## src/rtl/fpu_arbiter.sv

```systemverilog
// fpu_arbiter: shares one combinational bfloat16 fpu between two requesters.
// Ports:
//   clk, rst (sync, active-high)
//   reqN_valid_i/ready_o/mode_i/a_i/b_i for requesters 0 and 1
//   rsp_valid_o/ready_i/id_o/data_o/ovf_o/err_o for the result stream.
// Build option: FPU_ARB_RR_EN selects round-robin grant.
// Without it, grant is fixed priority with requester 0 winning.

module fpu (
   input  logic [3:0]  mode_i,
   input  logic [15:0] in1_i,
   input  logic [15:0] in2_i,
   output logic [15:0] out_o,
   output logic        overflow_o
);

   logic       s1, s2, sb;
   logic [7:0] e1, e2, m1, m2;
   logic       z1, z2;

   // Zero-exponent inputs are treated as zero.
   // Results are truncated, never rounded.
   assign s1 = in1_i[15];
   assign s2 = in2_i[15];
   assign e1 = in1_i[14:7];
   assign e2 = in2_i[14:7];
   assign m1 = {1'b1, in1_i[6:0]};
   assign m2 = {1'b1, in2_i[6:0]};
   assign z1 = (e1 == 8'd0);
   assign z2 = (e2 == 8'd0);
   // Subtract is add with the second sign flipped.
   assign sb = s2 ^ mode_i[1];

   logic        swap, bs, ls;
   logic [7:0]  be, d;
   logic [10:0] bm, lm, lm_sh;
   logic [11:0] sum;
   logic [3:0]  lz;
   logic        found;
   logic [6:0]  nm;
   int          ae;
   logic [15:0] add_r;
   logic        add_v;

   always_comb begin
      // Bigger magnitude operand leads.
      // Mantissas carry 3 guard bits.
      swap  = in2_i[14:0] > in1_i[14:0];
      bs    = swap ? sb : s1;
      ls    = swap ? s1 : sb;
      be    = swap ? e2 : e1;
      d     = swap ? e2 - e1 : e1 - e2;
      bm    = {swap ? m2 : m1, 3'b000};
      lm    = {swap ? m1 : m2, 3'b000};
      lm_sh = (d > 8'd10) ? 11'd0 : lm >> d;
      if (bs == ls)
         sum = {1'b0, bm} + {1'b0, lm_sh};
      else
         sum = {1'b0, bm} - {1'b0, lm_sh};
      lz    = 4'd0;
      found = 1'b0;
      for (int i = 10; i >= 0; i--) begin
         if (!found && sum[i]) begin
            lz    = 4'(10 - i);
            found = 1'b1;
         end
      end
      nm = 7'((sum[10:0] << lz) >> 3);
      if (sum[11])
         ae = int'(be) + 1;
      else
         ae = int'(be) - int'(lz);
      add_v = 1'b0;
      if (z1 && z2)
         add_r = {s1 & sb, 15'd0};
      else if (z2)
         add_r = in1_i;
      else if (z1)
         add_r = {sb, in2_i[14:0]};
      else if (sum == 12'd0)
         add_r = 16'd0;
      else if (ae >= 255) begin
         add_r = {bs, 8'hFF, 7'd0};
         add_v = 1'b1;
      end else if (ae <= 0)
         add_r = {bs, 15'd0};
      else
         add_r = {bs, 8'(ae), sum[11] ? sum[10:4] : nm};
   end

   logic [8:0]  ph;
   int          me;
   logic        ms;
   logic [15:0] mul_r;
   logic        mul_v;

   always_comb begin
      ph    = 9'((16'(m1) * 16'(m2)) >> 7);
      me    = int'(e1) + int'(e2) - 127 + (ph[8] ? 1 : 0);
      ms    = s1 ^ s2;
      mul_v = 1'b0;
      if (z1 || z2)
         mul_r = {ms, 15'd0};
      else if (me >= 255) begin
         mul_r = {ms, 8'hFF, 7'd0};
         mul_v = 1'b1;
      end else if (me <= 0)
         mul_r = {ms, 15'd0};
      else
         mul_r = {ms, 8'(me), ph[8] ? ph[7:1] : ph[6:0]};
   end

   logic [8:0]  q;
   int          de;
   logic [15:0] div_r;
   logic        div_v;

   always_comb begin
      // Mantissa ratio lies in (0.5, 2), so q fits in 9 bits.
      q     = 9'({m1, 8'd0} / 16'(m2));
      de    = int'(e1) - int'(e2) + 126 + (q[8] ? 1 : 0);
      div_v = 1'b0;
      if (z2) begin
         div_r = {ms, 8'hFF, 7'd0};
         div_v = 1'b1;
      end else if (z1)
         div_r = {ms, 15'd0};
      else if (de >= 255) begin
         div_r = {ms, 8'hFF, 7'd0};
         div_v = 1'b1;
      end else if (de <= 0)
         div_r = {ms, 15'd0};
      else
         div_r = {ms, 8'(de), q[8] ? q[7:1] : q[6:0]};
   end

   always_comb begin
      out_o      = 16'd0;
      overflow_o = 1'b0;
      unique case (mode_i)
         4'b0001, 4'b0010: begin
            out_o      = add_r;
            overflow_o = add_v;
         end
         4'b0100: begin
            out_o      = mul_r;
            overflow_o = mul_v;
         end
         4'b1000: begin
            out_o      = div_r;
            overflow_o = div_v;
         end
         default: ;
      endcase
   end

endmodule

module fpu_arbiter #(
   parameter logic [15:0] ERR_DATA = 16'h7FC0
) (
   input  logic        clk,
   input  logic        rst,
   input  logic        req0_valid_i,
   output logic        req0_ready_o,
   input  logic [3:0]  req0_mode_i,
   input  logic [15:0] req0_a_i,
   input  logic [15:0] req0_b_i,
   input  logic        req1_valid_i,
   output logic        req1_ready_o,
   input  logic [3:0]  req1_mode_i,
   input  logic [15:0] req1_a_i,
   input  logic [15:0] req1_b_i,
   output logic        rsp_valid_o,
   input  logic        rsp_ready_i,
   output logic        rsp_id_o,
   output logic [15:0] rsp_data_o,
   output logic        rsp_ovf_o,
   output logic        rsp_err_o
);

   typedef enum logic [1:0] {IDLE, EXEC, RESP} state_t;

   state_t      state_q, state_d;
   logic [3:0]  mode_q, mode_d;
   logic [15:0] a_q, a_d, b_q, b_d;
   logic        id_q, id_d;
   logic        rsp_id_q, rsp_id_d;
   logic [15:0] rsp_data_q, rsp_data_d;
   logic        rsp_ovf_q, rsp_ovf_d;
   logic        rsp_err_q, rsp_err_d;

   logic        gnt_id, any_v, idle, hs, mode_ok;
   logic [15:0] fpu_out;
   logic        fpu_ovf;

   fpu u_fpu (
      .mode_i     (mode_q),
      .in1_i      (a_q),
      .in2_i      (b_q),
      .out_o      (fpu_out),
      .overflow_o (fpu_ovf)
   );

`ifdef FPU_ARB_RR_EN
   logic lg_q, lg_d;

   // On contention the requester not granted last time wins.
   assign gnt_id = (req0_valid_i && req1_valid_i) ? ~lg_q : req1_valid_i;
   assign lg_d   = hs ? gnt_id : lg_q;

   always_ff @(posedge clk) begin
      if (rst)
         lg_q <= 1'b1;
      else
         lg_q <= lg_d;
   end
`else
   assign gnt_id = ~req0_valid_i;
`endif

   assign any_v = req0_valid_i | req1_valid_i;
   assign idle  = (state_q == IDLE) & ~rst;
   assign hs    = idle & any_v;

   assign req0_ready_o = hs & ~gnt_id;
   assign req1_ready_o = hs & gnt_id;

   assign mode_ok = (mode_q != 4'd0) && ((mode_q & (mode_q - 4'd1)) == 4'd0);

   assign rsp_valid_o = (state_q == RESP) & ~rst;
   assign rsp_id_o    = rsp_id_q;
   assign rsp_data_o  = rsp_data_q;
   assign rsp_ovf_o   = rsp_ovf_q;
   assign rsp_err_o   = rsp_err_q;

   always_comb begin
      state_d    = state_q;
      mode_d     = mode_q;
      a_d        = a_q;
      b_d        = b_q;
      id_d       = id_q;
      rsp_id_d   = rsp_id_q;
      rsp_data_d = rsp_data_q;
      rsp_ovf_d  = rsp_ovf_q;
      rsp_err_d  = rsp_err_q;
      unique case (state_q)
         IDLE: begin
            if (hs) begin
               mode_d  = gnt_id ? req1_mode_i : req0_mode_i;
               a_d     = gnt_id ? req1_a_i : req0_a_i;
               b_d     = gnt_id ? req1_b_i : req0_b_i;
               id_d    = gnt_id;
               state_d = EXEC;
            end
         end
         EXEC: begin
            rsp_id_d = id_q;
            if (mode_ok) begin
               rsp_data_d = fpu_out;
               rsp_ovf_d  = fpu_ovf;
               rsp_err_d  = 1'b0;
            end else begin
               rsp_data_d = ERR_DATA;
               rsp_ovf_d  = 1'b0;
               rsp_err_d  = 1'b1;
            end
            state_d = RESP;
         end
         RESP: begin
            if (rsp_ready_i)
               state_d = IDLE;
         end
         default: state_d = IDLE;
      endcase
   end

   always_ff @(posedge clk) begin
      if (rst) begin
         state_q    <= IDLE;
         mode_q     <= 4'd0;
         a_q        <= 16'd0;
         b_q        <= 16'd0;
         id_q       <= 1'b0;
         rsp_id_q   <= 1'b0;
         rsp_data_q <= 16'd0;
         rsp_ovf_q  <= 1'b0;
         rsp_err_q  <= 1'b0;
      end else begin
         state_q    <= state_d;
         mode_q     <= mode_d;
         a_q        <= a_d;
         b_q        <= b_d;
         id_q       <= id_d;
         rsp_id_q   <= rsp_id_d;
         rsp_data_q <= rsp_data_d;
         rsp_ovf_q  <= rsp_ovf_d;
         rsp_err_q  <= rsp_err_d;
      end
   end

endmodule

```

## config.mk

```make
export PLATFORM = sky130hd
export DESIGN_NAME = fpu_arbiter
export DESIGN_NICKNAME = d
export VERILOG_FILES = /design/src/rtl/fpu_arbiter.sv
export SDC_FILE = /design/constraint.sdc
export NUM_CORES = 1
export LEC_CHECK = 0
export BUFFER_PORTS_ARGS = -buffer_cell sky130_fd_sc_hd__buf_2
export CORE_ASPECT_RATIO = 0.8
export CORE_MARGIN = 8
export CORE_UTILIZATION = 40
export CTS_CLUSTER_DIAMETER = 80
export DETAILED_ROUTE_END_ITERATION = 10
export GPL_TIMING_DRIVEN = 1
export PLACE_DENSITY_LB_ADDON = 0.1
export SYNTH_ARGS = -nofsm -noshare
export SYNTH_HDL_FRONTEND = slang
export SYNTH_SLANG_ARGS = --single-unit
```

## constraint.sdc

```tcl
create_clock -name clk -period 62.2 [get_ports clk]
set_clock_uncertainty 0.2 [all_clocks]
set_input_delay 3.11 -clock clk [delete_from_list [all_inputs] [get_ports clk]]
set_output_delay 3.11 -clock clk [all_outputs]
set_load 0.005 [all_outputs]
```

==> metrics.sh <==
TOP_FLIP_FLOP_CELL_BY_INSTANCE_COUNT_AFTER_SYNTHESIS='dfxtp_1'
MOST_AREA_CONSUMING_CELLS_AFTER_SYNTHESIS='ha_1, dfxtp_1, nor2_1, fa_1, a21oi_1'
YS.WARNINGS.COUNT=0
POSTROUTEWIRELENGTH_UM=50310
MAPPEDNETLISTNETS=2271
GLOBALROUTE.TOTALOVERFLOW=0
KIND_OF_LAUNCH_POINT_OF_THE_WORST_SETUP_PATH='flop'
CP_MAX_FANOUT=14
FINALSETUPVIOLATIONS=0
REPORT.FINAL.SLEW_VIOL_COUNT=0
CRITICAL-PATH-TOP-CELL-BY-COUNT='o21a_1'
DRT_PASS1_ITERATIONS=5
MET3_USAGE=0.06792
ACHIEVABLE_FREQ_GHz=0.04577
YOSYS-TOP-CELLS-COUNT='nor2_1, ha_1, nand2_1'
CTS_HOLD_BUFFERS=0
GROUTE.USAGE.OVERALL=0.2350
GRT_FIRST_PASS_WIRELENGTH_UM=79160
ROW_CNT=61
POSTSYNTHREGISTERBITS=58
OUTCOME='completed'
DETAIL_ROUTE.VIAS_PER_CELL=6.069
NUM_ANTENNA_CELLS=0
CLK_LATENCY_NS=0.33
DRT-INITIAL-DRC-COUNT=1690
NETLIST.AREA_LEADER.SHARE=0.1394
CTS_TREE='done'
HPWLAFTERDP_UM=40160
SHARE_OF_FLIP_FLOPS_WITH_AN_ASYNCHRONOUS_SET_OR_RESET_AFTER_SYNTHESIS=0
STARTING_DENSITY_OF_THE_CORE=0.4058
NUM_IO_PINS=99
GPL.FINAL_WEIGHTED_CONGESTION=0.9687
CRIT_PATH_END_KIND='flop'
NNETSFINAL=2318
DP_SLACK_NS=40.52
CELL_COUNT_AFTER_PLACEMENT=2504
CORE_AREA_UM2=34730
ARRIVAL_NS=21.85
GLOBALROUTE.BUSIESTLAYER='met1'
GRT_START_MAX_NET_PINS=76
FLOW.AREA_GROWTH_FROM_SYNTHESIS_PCT=9.145
PLACE.PORT_BUFFERS=98
MAX-CLOCK-PATH-BUFFERS=2
DIEAREA_UM2=41530
GLOBALROUTEMET2UTIL=0.3187
SETUP_REPAIR_AFTER_GLOBAL_ROUTING_MISSED_ITS_MARGIN='no'
SYN_INST=1996
ANTENNA_VIOLATIONS_BEFORE_REPAIR=0
YOSYSMOSTFREQUENTCELL='nor2_1'
MAXCAPVIOLCOUNT=0
WL_PER_CELL_UM=19.97
POST_ROUTE_CELLS_DRIVE_ABOVE_1_SHARE=0.09912
POST_SYNTH_NUM_CELL_TYPES=97
SYNTH_SEQ_AREA_SHARE=0.08239
TIMING.SETUP.TNS_NS=0
SLEW_HEADROOM=0.2110
LAYOUT.CELLS.NON_FILLER=2520
POST-ROUTE-DRC-COUNT=0
SLOWEST_DELAY_NS=0.75
CRITICAL_PATH.N_BUFFERS_INVERTERS=4
SETUP.WORST_PATH.CLASS='reg2reg'
FINALWORSTSETUPSLACK_NS=40.35
PERIOD_UTILISATION_LAYOUT=0.3513
POST_CTS_RESIZED=0
CLK_PIN_SLEW_WORST_PATHS_NS=0.06
DATA_REQUIRED_TIME_AT_THE_WORST_ENDPOINT_NS=62.20
USE_MET1=0.3647
FIRST_GLOBAL_VIAS=14021
FINALCRITICALPERIOD_NS=21.85
NUMCLOCKSINKS=58
FLOORPLAN.DIE.WIDTH_UM=225.9
TIMING_HOLD_VIOLATIONS_FINAL=0
CLOCK_TREE.HTREE_LEVEL_COUNT=3
SYNTH_AREA_LEADER_CELL='ha_1'
WORST_PIN_SLEW_NS=1.180
CRIT_SLOWEST_CELL='nor3_2'
FP.DIEH_UM=183.9
VIAS=15293
POST-CTS-SETUP-BUFFERS=0
LAYOUT.FILLER_CELLS=3521
SYNTH_AREA_UM2=14090
SYNTH-EDFF-COUNT=0
WORST_HOLD_PATH_TYPE='reg2reg'
FINAL_ANTENNA_NET_COUNT=0
CPLARGESTDELAYFAMILY='compound AO/OA/AOI/OAI gates'
SYNTH.AVG_CELL_AREA_UM2=7.061
ROOT_BUFFER_MASTER='clkbuf_16'
NUMCTSBUFFERS=9
worst reg2reg max path: cells and delay by family, from the launching register on:
family                   cells  cell delay (ns)
adder cells (fa/ha/maj)     10             3.20
buffers and inverters        4             1.15
flip-flops                   1             0.61
AO/OA/AOI/OAI               50             9.68
AND/OR/NAND/NOR             25             5.97
multiplexers                 3             0.93
kinds of logic after synthesis:
| family | count (synthesis) | synth area share |
|---|---|---|
| xor+xnor | 72 | 0.04474 |
| flops | 58 | 0.08239 |
| fa+ha+maj | 198 | 0.1976 |
| buf+inv | 214 | 0.05992 |
| simple gates | 725 | 0.2504 |
| compound gates | 671 | 0.3208 |
| mux | 58 | 0.04403 |
worst paths after layout:
kind | from | endpoint | slack (ns) | cells after the start
min reg2reg | id_q | rsp_id_o | 0.27 | 2
max | a_q[3] | rsp_data_o[0] | 40.35 | 92
max reg2reg | a_q[3] | rsp_data_o[0] | 40.35 | 92
min | id_q | rsp_id_o | 0.27 | 2
flip-flops by register name, summed over array words and instances, names as in the netlist:
register and flops:
a_q 16, b_q 16, id_q 1, mode_q 4, rsp_data_o 16, rsp_err_o 1
rsp_id_o 1, rsp_ovf_o 1, state_q 2
final cells by class:
type	instances	area (µm²)	area share
inverter	125	469.2	0.03050
clock inverter	7	125.1	0.008134
timing repair buffer	125	693.2	0.04506
sequential	58	1161	0.07548
clock buffer	9	225.2	0.01464
tap	472	590.6	0.03839
multi-input combinational	1724	12120	0.7878
through the flow:
stage                     hold WS (ns)    util  cell area [µm²]
after CTS                       0.2697  0.4429            15380
after floorplan                 0.2316       -            14090
after detailed placement        0.2620  0.4329            15030
after global routing            0.3048  0.4429            15380
after global placement          0.2576  0.4329            15030
final                           0.2704  0.4429            15380
per-layer routing:
metal,share of wire,vias up,wire length (µm)
met5,0,-,0
met2,0.38,663,19300
li1,-,7452,-
met1,0.50,7149,25330
met3,0.11,29,5318
met4,0.0072,0,362
placed cells by master, fill, tap and decap left out, types with 11 or more instances in the layout:
cell type  netlist  layout
nand3_1         37      37
o221ai_1        16      16
a21o_1          41      41
nor4_1          18      17
mux2_2          19      19
and3_1          16      16
o21a_1          34      34
nand2b_1        26      26
xnor2_1         48      48
dfxtp_1         58      58
o21bai_1        16      16
buf_4            0      27
a211o_1         12      12
o21ai_0        116     116
nor2b_1         62      62
nor3_1          45      45
o31ai_1         23      23
a211oi_1        15      15
inv_1          120     120
mux2i_1         37      37
a21oi_1        149     148
a31oi_1         29      29
nor3b_1         13      12
o22ai_1         43      43
nand2_1        151     151
xor2_1          24      24
buf_2            9      98
and2_1          22      22
a22oi_1         13      13
ha_1           157     157
fa_1            41      41
or2_2           11      11
or3_1           19      19
nor2_1         259     258
nand4_1         13      13
o211ai_1        44      44
Power is not shown: default switching activity piles up to over one toggle a cycle in this logic, so the estimate is an artifact.
